<file path="src/rtl/codeword_serializer_pkg.sv">
// Shared types and sizes for the codeword serializer: FSM states and frame geometry.
package codeword_ser_pkg;

   localparam int CODE_W     = 5;
   localparam int FRAME_BITS = 8;
   localparam int COUNT_W    = 4;

   typedef enum logic [2:0] {
      IDLE,
      START,
      DATA,
      PARITY,
      STOP
   } ser_state_t;

   function automatic logic even_par(input logic [CODE_W-1:0] i_c);
      return ^i_c;
   endfunction

endpackage

</file>
<file path="src/rtl/codeword_serializer_if.sv">
// Codeword in / framed serial out bundle between the encoder tile and the serializer.
interface codeword_serializer_if;

   logic [codeword_ser_pkg::CODE_W-1:0]  i_code;
   logic                                 i_load;
   logic                                 o_sdo;
   logic                                 o_frame;
   logic                                 o_busy;
   logic                                 o_ovf;
   logic [codeword_ser_pkg::COUNT_W-1:0] o_count;

   modport master (
      output i_code, i_load,
      input  o_sdo, o_frame, o_busy, o_ovf, o_count
   );

   modport slave (
      input  i_code, i_load,
      output o_sdo, o_frame, o_busy, o_ovf, o_count
   );

endinterface

</file>
<file path="src/rtl/codeword_serializer_bit_timer.sv">
// Bit-time divider: o_bit_tick marks the last clock of each DIV-cycle bit-time.
module ser_bit_timer #(
   parameter int DIV = 1
) (
   input  logic i_clk,
   input  logic i_rst_n,
   input  logic i_run,
   input  logic i_restart,
   output logic o_bit_tick
);

   localparam int CW = (DIV > 1) ? $clog2(DIV) : 1;

   logic [CW-1:0] r_cnt;

   assign o_bit_tick = (r_cnt == CW'(DIV - 1));

   // Held at zero while idle so the first bit-time of a frame is always full length.
   always_ff @(posedge i_clk) begin
      if (!i_rst_n)
         r_cnt <= '0;
      else if (i_restart || !i_run || o_bit_tick)
         r_cnt <= '0;
      else
         r_cnt <= r_cnt + CW'(1);
   end

endmodule

</file>
<file path="src/rtl/codeword_serializer.sv">
// Captures a codeword on a load rising edge and shifts it out as start/5 data LSB-first/even parity/stop.
module codeword_serializer
   import codeword_ser_pkg::*;
#(
   parameter int DIV = 1
) (
   input  logic                  i_clk,
   input  logic                  i_rst_n,
   codeword_serializer_if.slave  bus
);

   ser_state_t          r_state, w_state_nxt;
   logic [CODE_W-1:0]   r_shreg, w_shreg_nxt;
   logic                r_par, w_par_nxt;
   logic [2:0]          r_bit_idx, w_bit_idx_nxt;
   logic                r_load_q;
   logic                r_sdo, r_frame, r_busy, r_ovf;
   logic [COUNT_W-1:0]  r_count;

   logic w_edge, w_tick, w_capture, w_done, w_drop, w_sdo_nxt;

   assign w_edge = bus.i_load & ~r_load_q;

   ser_bit_timer #(.DIV(DIV)) u_timer (
      .i_clk      (i_clk),
      .i_rst_n    (i_rst_n),
      .i_run      (r_state != IDLE),
      .i_restart  (w_capture),
      .o_bit_tick (w_tick)
   );

   always_comb begin
      w_state_nxt   = r_state;
      w_shreg_nxt   = r_shreg;
      w_par_nxt     = r_par;
      w_bit_idx_nxt = r_bit_idx;
      w_capture     = 1'b0;
      w_done        = 1'b0;
      case (r_state)
         IDLE: begin
            if (w_edge) begin
               w_capture   = 1'b1;
               w_state_nxt = START;
            end
         end
         START: begin
            if (w_tick) begin
               w_state_nxt   = DATA;
               w_bit_idx_nxt = '0;
            end
         end
         DATA: begin
            if (w_tick) begin
               if (r_bit_idx == 3'(CODE_W - 1)) begin
                  w_state_nxt = PARITY;
               end else begin
                  w_shreg_nxt   = r_shreg >> 1;
                  w_bit_idx_nxt = r_bit_idx + 3'd1;
               end
            end
         end
         PARITY: begin
            if (w_tick) w_state_nxt = STOP;
         end
         STOP: begin
            // Final stop cycle is the one window where a new load chains without an idle gap.
            if (w_tick) begin
               w_done = 1'b1;
               if (w_edge) begin
                  w_capture   = 1'b1;
                  w_state_nxt = START;
               end else begin
                  w_state_nxt = IDLE;
               end
            end
         end
         default: w_state_nxt = IDLE;
      endcase

      if (w_capture) begin
         w_shreg_nxt = bus.i_code;
         w_par_nxt   = even_par(bus.i_code);
      end

      w_drop = w_edge && (r_state != IDLE) && !w_capture;

      case (w_state_nxt)
         START:   w_sdo_nxt = 1'b0;
         DATA:    w_sdo_nxt = w_shreg_nxt[0];
         PARITY:  w_sdo_nxt = w_par_nxt;
         default: w_sdo_nxt = 1'b1;
      endcase
   end

   always_ff @(posedge i_clk) begin
      if (!i_rst_n) begin
         r_state   <= IDLE;
         r_shreg   <= '0;
         r_par     <= 1'b0;
         r_bit_idx <= '0;
         r_load_q  <= 1'b1;
         r_sdo     <= 1'b1;
         r_frame   <= 1'b0;
         r_busy    <= 1'b0;
         r_ovf     <= 1'b0;
         r_count   <= '0;
      end else begin
         r_state   <= w_state_nxt;
         r_shreg   <= w_shreg_nxt;
         r_par     <= w_par_nxt;
         r_bit_idx <= w_bit_idx_nxt;
         r_load_q  <= bus.i_load;
         r_sdo     <= w_sdo_nxt;
         r_frame   <= (w_state_nxt != IDLE);
         r_busy    <= (w_state_nxt != IDLE);
         if (w_drop) r_ovf <= 1'b1;
         if (w_done) r_count <= r_count + COUNT_W'(1);
      end
   end

   assign bus.o_sdo   = r_sdo;
   assign bus.o_frame = r_frame;
   assign bus.o_busy  = r_busy;
   assign bus.o_ovf   = r_ovf;
   assign bus.o_count = r_count;

endmodule

</file>
<file path="src/flat_wrapper.sv">
// flat-port wrapper written by rule: the top's interface ports become plain ports
module codeword_serializer_flat import codeword_ser_pkg::*;
#(
   parameter int DIV = 1
)
  (i_clk, i_rst_n, bus_i_code, bus_i_load, bus_o_sdo, bus_o_frame, bus_o_busy, bus_o_ovf, bus_o_count);
  codeword_serializer_if bus_i ();
  input  logic i_clk;
  input  logic i_rst_n;
  input wire logic [$bits(bus_i.i_code)-1:0] bus_i_code;
  input wire logic [$bits(bus_i.i_load)-1:0] bus_i_load;
  output wire logic [$bits(bus_i.o_sdo)-1:0] bus_o_sdo;
  output wire logic [$bits(bus_i.o_frame)-1:0] bus_o_frame;
  output wire logic [$bits(bus_i.o_busy)-1:0] bus_o_busy;
  output wire logic [$bits(bus_i.o_ovf)-1:0] bus_o_ovf;
  output wire logic [$bits(bus_i.o_count)-1:0] bus_o_count;
  assign bus_i.i_code = bus_i_code;
  assign bus_i.i_load = bus_i_load;
  assign bus_o_sdo = bus_i.o_sdo;
  assign bus_o_frame = bus_i.o_frame;
  assign bus_o_busy = bus_i.o_busy;
  assign bus_o_ovf = bus_i.o_ovf;
  assign bus_o_count = bus_i.o_count;
  codeword_serializer #(.DIV(DIV)) u_core (.i_clk(i_clk), .i_rst_n(i_rst_n), .bus(bus_i));
endmodule
</file>
<file path="config.mk">
export PLATFORM = sky130hd
export DESIGN_NAME = codeword_serializer_flat
export DESIGN_NICKNAME = d
export VERILOG_FILES = /design/src/rtl/codeword_serializer_pkg.sv /design/src/rtl/codeword_serializer_if.sv /design/src/rtl/codeword_serializer_bit_timer.sv /design/src/rtl/codeword_serializer.sv /design/src/flat_wrapper.sv
export SDC_FILE = /design/constraint.sdc
export NUM_CORES = 1
export LEC_CHECK = 0
export CAP_MARGIN = 15
export CORE_AREA = 2 2 50 52
export DETAILED_ROUTE_END_ITERATION = 8
export DIE_AREA = 0 0 52 54
export GPL_TIMING_DRIVEN = 0
export PLACE_DENSITY = 0.7
export REMOVE_ABC_BUFFERS = 1
export SLEW_MARGIN = 25
export SYNTH_ARGS = -nofsm -noshare
export SYNTH_HDL_FRONTEND = slang
export SYNTH_SLANG_ARGS = --single-unit
</file>
<file path="constraint.sdc">
create_clock -name i_clk -period 1.7 [get_ports i_clk]
set_input_delay 0.34 -clock i_clk [delete_from_list [all_inputs] [get_ports i_clk]]
set_output_delay 0.34 -clock i_clk [all_outputs]
set_load 0.1 [all_outputs]
</file>
After elaboration in Yosys (flattened, before gate mapping)
Cells that the tools add are included.
W data, S select, Z words.
{"block": "totals", "out_inout_bits": 8, "elab_cells": 69, "register_bits": 21, "in_bits": 8}
{"block": "op_classes", "add_sub_neg": 3, "n_mux": 23, "eq_ne": 13, "n_reduce_logical": 15, "bitwise_logic": 4}
{"operator": "$mux W3", "count": 9}
{"operator": "$mux W5", "count": 4}
{"operator": "$pmux W3 S5", "count": 1}
{"operator": "$eq A3 B2 Y1 const B", "count": 4}
{"operator": "$ne A2 B2 Y1 const B", "count": 5}
{"operator": "$eq A3 B1 Y1 const B", "count": 2}
{"operator": "$eq A3 B3 Y1 const B", "count": 2}
{"operator": "$mux W1", "count": 6}
{"operator": "$pmux W3 S2", "count": 1}
{"operator": "$reduce_bool A3 Y1", "count": 2}
{"operator": "$reduce_xor A5 Y1", "count": 1}
{"operator": "$add A4 B1 Y4 const B", "count": 1}
{"operator": "$reduce_and A4 Y1", "count": 1}
{"operator": "$reduce_bool A2 Y1", "count": 2}
{"operator": "$add A3 B1 Y3 const B", "count": 1}
{"operator": "$logic_not A3 Y1", "count": 1}
{"operator": "$not A1 Y1", "count": 3}
{"operator": "$pmux W1 S3", "count": 1}
{"operator": "$reduce_and A3 Y1", "count": 1}
{"operator": "$logic_and A1 B1 Y1", "count": 2}
{"operator": "$logic_not A1 Y1", "count": 2}
{"operator": "$logic_or A1 B1 Y1", "count": 2}
{"operator": "$pmux W1 S2", "count": 1}
{"operator": "$reduce_or A2 Y1", "count": 1}
{"operator": "2 further kinds", "count": 2}

Longest topological paths before layout
{"block": "depth", "ltp_word": 8, "mapped_depth": 8, "ltp_nobuf": 7}

By module
From an unflattened synthesis, not the netlist that was laid out.
{"block": "unflattened", "hier_cells": 117, "hier_area_um2": 1091.0}
{"module": "codeword_serializer", "instances": 1, "seq_area_each_um2": 400.4, "cells_each": 114, "area_per_inst_um2": 1063.5}
{"module": "ser_bit_timer", "instances": 1, "seq_area_each_um2": 20.0, "cells_each": 3, "area_per_inst_um2": 27.5}

Worst setup path before layout
No wires, ideal clock.
{"block": "synth_timing", "kind": "register -> register", "startpoint": "register u_core.r_count[0] (netlist: u_core.bus.o_count[0])", "endpoint": "register u_core.r_count[2] (netlist: u_core.bus.o_count[2])", "required_ns": 1.585, "setup_time_ns": 0.115, "path_buffers": 0, "path_stages_with_launch": 5, "t_arrival_ns": 1.611, "path_slack_ns": -0.025, "synth_period_minus_slack_ns": 1.725, "cell_sequence": "dfxtp_1 ha_1 nand2_1 xnor2_1 and2_1"}
{"block": "synth_via", "elab_chain_cells": 1}
{"item": "start, declared", "line_no": "codeword_serializer.sv:18", "rtl": "logic [COUNT_W-1:0] r_count;"}
{"item": "start signal, assigned", "line_no": "codeword_serializer.sv:117", "rtl": "if (w_done) r_count <= r_count + COUNT_W'(1);"}
{"item": "$add A4 B1 Y4", "line_no": "codeword_serializer.sv:117"}
Every way passes these cells.
A chain may end at the register's enable or synchronous reset.

Final worst setup path
{"block": "layout_timing", "startpoint": "register u_core.r_bit_idx[1]", "endpoint": "register u_core.r_sdo (netlist: u_core.bus.o_sdo)"}
{"block": "layout_via", "elab_chain_cells": 6, "word_cells_on_any_way": 12, "classes_between": "eq/ne (4); mux (8)"}
{"item": "start, declared", "line_no": "codeword_serializer.sv:15", "rtl": "logic [2:0] r_bit_idx, w_bit_idx_nxt;"}
{"item": "start signal, assigned", "line_no": "codeword_serializer.sv:111", "rtl": "r_bit_idx <= w_bit_idx_nxt;"}
{"item": "$eq A3 B3 Y1 *", "line_no": "codeword_serializer.sv:54", "rtl": "if (r_bit_idx == 3'(CODE_W - 1)) begin"}
{"item": "$mux W3 or $mux W5 (tied branches)", "line_no": "codeword_serializer.sv:54"}
{"item": "$mux W3 or $mux W5 (tied branches)", "line_no": "codeword_serializer.sv:53", "rtl": "if (w_tick) begin"}
{"item": "$pmux W3 S5 or $mux W5 (tied branches)", "line_no": "codeword_serializer.sv:39", "rtl": "case (r_state)"}
{"item": "$eq A3 B2 Y1, or another cell as far along", "line_no": "codeword_serializer.sv:87", "rtl": "case (w_state_nxt)"}
{"item": "$pmux W1 S3 *", "line_no": "codeword_serializer.sv:87"}
{"item": "end signal, assigned", "line_no": "codeword_serializer.sv:113", "rtl": "r_sdo <= w_sdo_nxt;"}
{"item": "end, declared", "line_no": "codeword_serializer.sv:17", "rtl": "logic r_sdo, r_frame, r_busy, r_ovf;"}
Every way passes the cells marked *; elsewhere a longest branch is shown, timed or not. The select of a mux whose other input is x is not followed.

==> metrics.cfg <==
[timing]
fin_skew_ps=1.848
max_freq_ghz=0.6148
worst_pin_slew_ps=578.6
tns_ps=0
relSlewSlack_pct=61.30
fin_hold_ws_ps=473.4
fin_crit_ps=1627
finalSetupViolCount=0
finalCritPeriodShare_pct=95.68
layout_setup_ws_ps=73.49
hold_violations=0
slew_viol_final=0
rsz0062_at_grt=yes

[routing]
drc_errors=0
dr.pass1.iters=4
drt_iter0_drc=12
route.vias.total=730
finalWirelength_mm=1.643
routed_via_density=4.803
detail-route-antenna-nets=0
routedWlPerCell_um=10.81

[logic_synthesis]
syn_area_per_cell_um2=9.308
synth_mux_area_share_pct=2.010
synthFlopType=dfxtp_1
synthTopCellsByArea=dfxtp_1 42%, xnor2_1 7.0%, and2_1 4.4%, ha_1 3.8%, nand2_1 3.8%
synth-seq-cells=21
syn_area_um2=996.0
syn_inst=107
async_flop_share_pct=0
ys_seq_area_share_pct=42.21
synth_edf_count=0
synth_cell_types=33
synth-simple-area-share_pct=24.12
synth_warnings=0
synthDominantCellAreaShare_pct=42.21
synth_compound_area_share_pct=13.57
synthXorXnorAreaFrac_pct=8.794
synth_top_family_by_area=simple AND/OR/NAND/NOR gates
synthAdderAreaFrac_pct=3.769
yosysTopAreaCell=dfxtp_1

[floorplan]
die_w_um=52
rows=18
core_um2=2320
start_util_pct=42.93
num_io_pins=16
fp.dieArea_um2=2808
die_h_um=54

[status]
status=complete, no violations

[clock_tree]
h-tree-depth=1
clock-sinks=21
clock_path_buffers=2
cts_hold_buf=0
worstSkewPairLatency_ps=310
cts_buffers=3
root_buffer=clkbuf_4
cts.clk_slew.worst_paths_ps=120
cts_tree=built

[pwr]
power_leakage_nw=0.4502
ir_drop_uv=593.2
power.total_mw=0.8945
powerDensity_nw_per_um2=722.8

[worst_setup_path]
critPathKind=reg -> reg
crit_path_end_kind=flop
cp_data_arrival_time_ps=1800
critPathLaunchType=flop
path_max_fanout=3
reg2reg_depth=7
crit_chain=inv_2 -> ha_4 -> a211oi_4 -> a21boi_1 -> a211o_1 -> nor3_2 -> o221ai_2
slowest_delay_ps=370
critPathSlowestCell=dfxtp_2
cp.required_ps=1870

[cells_and_area]
final_util_pct=53.34
layout_common_cells=17 x dfxtp_1, 10 x nand2_1, 8 x xnor2_1
final_layout_size_suffix_gt1_share_pct=24.59
nets=134
area_growth_syn_to_layout_pct=24.25
instances_no_fill=152
diodes=0
final_common_cell=dfxtp_1
postLayoutCellArea_um2=1237

[grt]
grt_overflow_total=0
track_usage_pct=12.98
grt_pass1_vias=604
grt_start_max_net_pins=20
grt_pass1_wl_mm=2.628
antenna_found_initial=0

[placement]
routabilityCongestion=0.7579
dp_hpwl_mm=1.147
pre_cts_slack_ps=-255.5
placed_area_um2=1140
io_buffers=15
dpl.cell_count=146

[hold_path]
whs_path_depth=2
min_path_type=reg -> reg

[run]
drv_cap=0

==> final timing paths <==
| check | start | to | slack [ps] |
|---|---|---|---|
| worst max-delay path | u_core.r_bit_idx[1]$_SDFFE_PN0P_ | u_core.bus.o_sdo$_SDFF_PN1_ | 70 |
| worst min-delay path | u_core.r_shreg[1]$_SDFFE_PN0P_ | u_core.r_shreg[1]$_SDFFE_PN0P_ | 470 |
| worst max register to register | u_core.r_bit_idx[1]$_SDFFE_PN0P_ | u_core.bus.o_sdo$_SDFF_PN1_ | 70 |
| worst min register to register | u_core.r_shreg[1]$_SDFFE_PN0P_ | u_core.r_shreg[1]$_SDFFE_PN0P_ | 470 |
==> critical path: cells and delay by family (launching register included) <==
family	cells	cell delay (ps)
AO/OA/AOI/OAI	4	790
flip-flops	1	370
adder cells (fa/ha/maj)	1	160
AND/OR/NAND/NOR	1	130
buffers and inverters	1	50
==> synthesized netlist by cell type, types with 2 or more instances <==
| cell type | count |
|---|---|
| xnor2_1 | 8 |
| a21oi_1 | 2 |
| nand4b_1 | 2 |
| a21boi_0 | 4 |
| nor3_1 | 2 |
| nor2b_1 | 6 |
| inv_1 | 2 |
| and2_1 | 7 |
| a22oi_1 | 4 |
| a31oi_1 | 2 |
| ha_1 | 3 |
| nand2b_1 | 3 |
| nor2_1 | 7 |
| buf_2 | 2 |
| mux2i_1 | 2 |
| buf_6 | 2 |
| nand2_1 | 10 |
| dfxtp_1 | 21 |
| xor2_1 | 2 |
| o21ai_0 | 3 |
==> sequential cells by signal (all words and copies together) (netlist names) <==
signal                cells
u_core.r_shreg            5
u_core.bus.o_count        4
u_core.r_bit_idx          3
u_core.r_state            3
u_core.bus.o_frame        1
u_core.bus.o_ovf          1
u_core.bus.o_sdo          1
u_core.r_load_q           1
u_core.r_par              1
u_core.u_timer.r_cnt      1
==> routing by layer <==
metal  wire, µm  share of wire [%]  GRT usage [%]  up-vias
met2        769                 47          19.62       12
met3         61                3.7          6.389        0
met4          0                  0          2.632        0
met5          0                  0              0        -
met1        813                 49          16.75      329
li1           -                  -              -      389
==> area by class of cell <==
cell class,instances,area [µm²]
Tap cell,30,37.54
Multi-Input combinational cell,78,563.0
Clock buffer,3,22.52
Sequential cell,21,425.4
Clock inverter,1,7.507
Timing Repair Buffer,17,173.9
Fill cell,224,1082
Inverter,2,7.507
==> logic make-up (layout without fill, tap and decap cells) <==
kind of cell	Yosys count	count (layout)
AND/OR/NAND/NOR	43	43
flip-flops	21	21
AO/OA/AOI/OAI	19	19
XOR/XNOR	10	10
buffers and inverters	8	23
adder cells (fa/ha/maj)	3	3
multiplexers	2	2
other	1	1
==> power breakdown <==
part / internal (mW) / switching (mW) / total (mW)
registers: 0.506 / 0.0103 / 0.516
logic: 0.0551 / 0.0744 / 0.129
clock network: 0.0897 / 0.159 / 0.249
total: 0.650 / 0.244 / 0.894
==> repair_timing <==
| item | in CTS | in global routing |
|---|---|---|
| gates resized for setup | 31 | 11 |
| cloned | 0 | 0 |
| endpoints found under the setup margin | 11 | 2 |
| pin swaps | 2 | 5 |
| buffers inserted | 1 | 1 |
No activity file was read; power rests on OpenSTA's default activity.
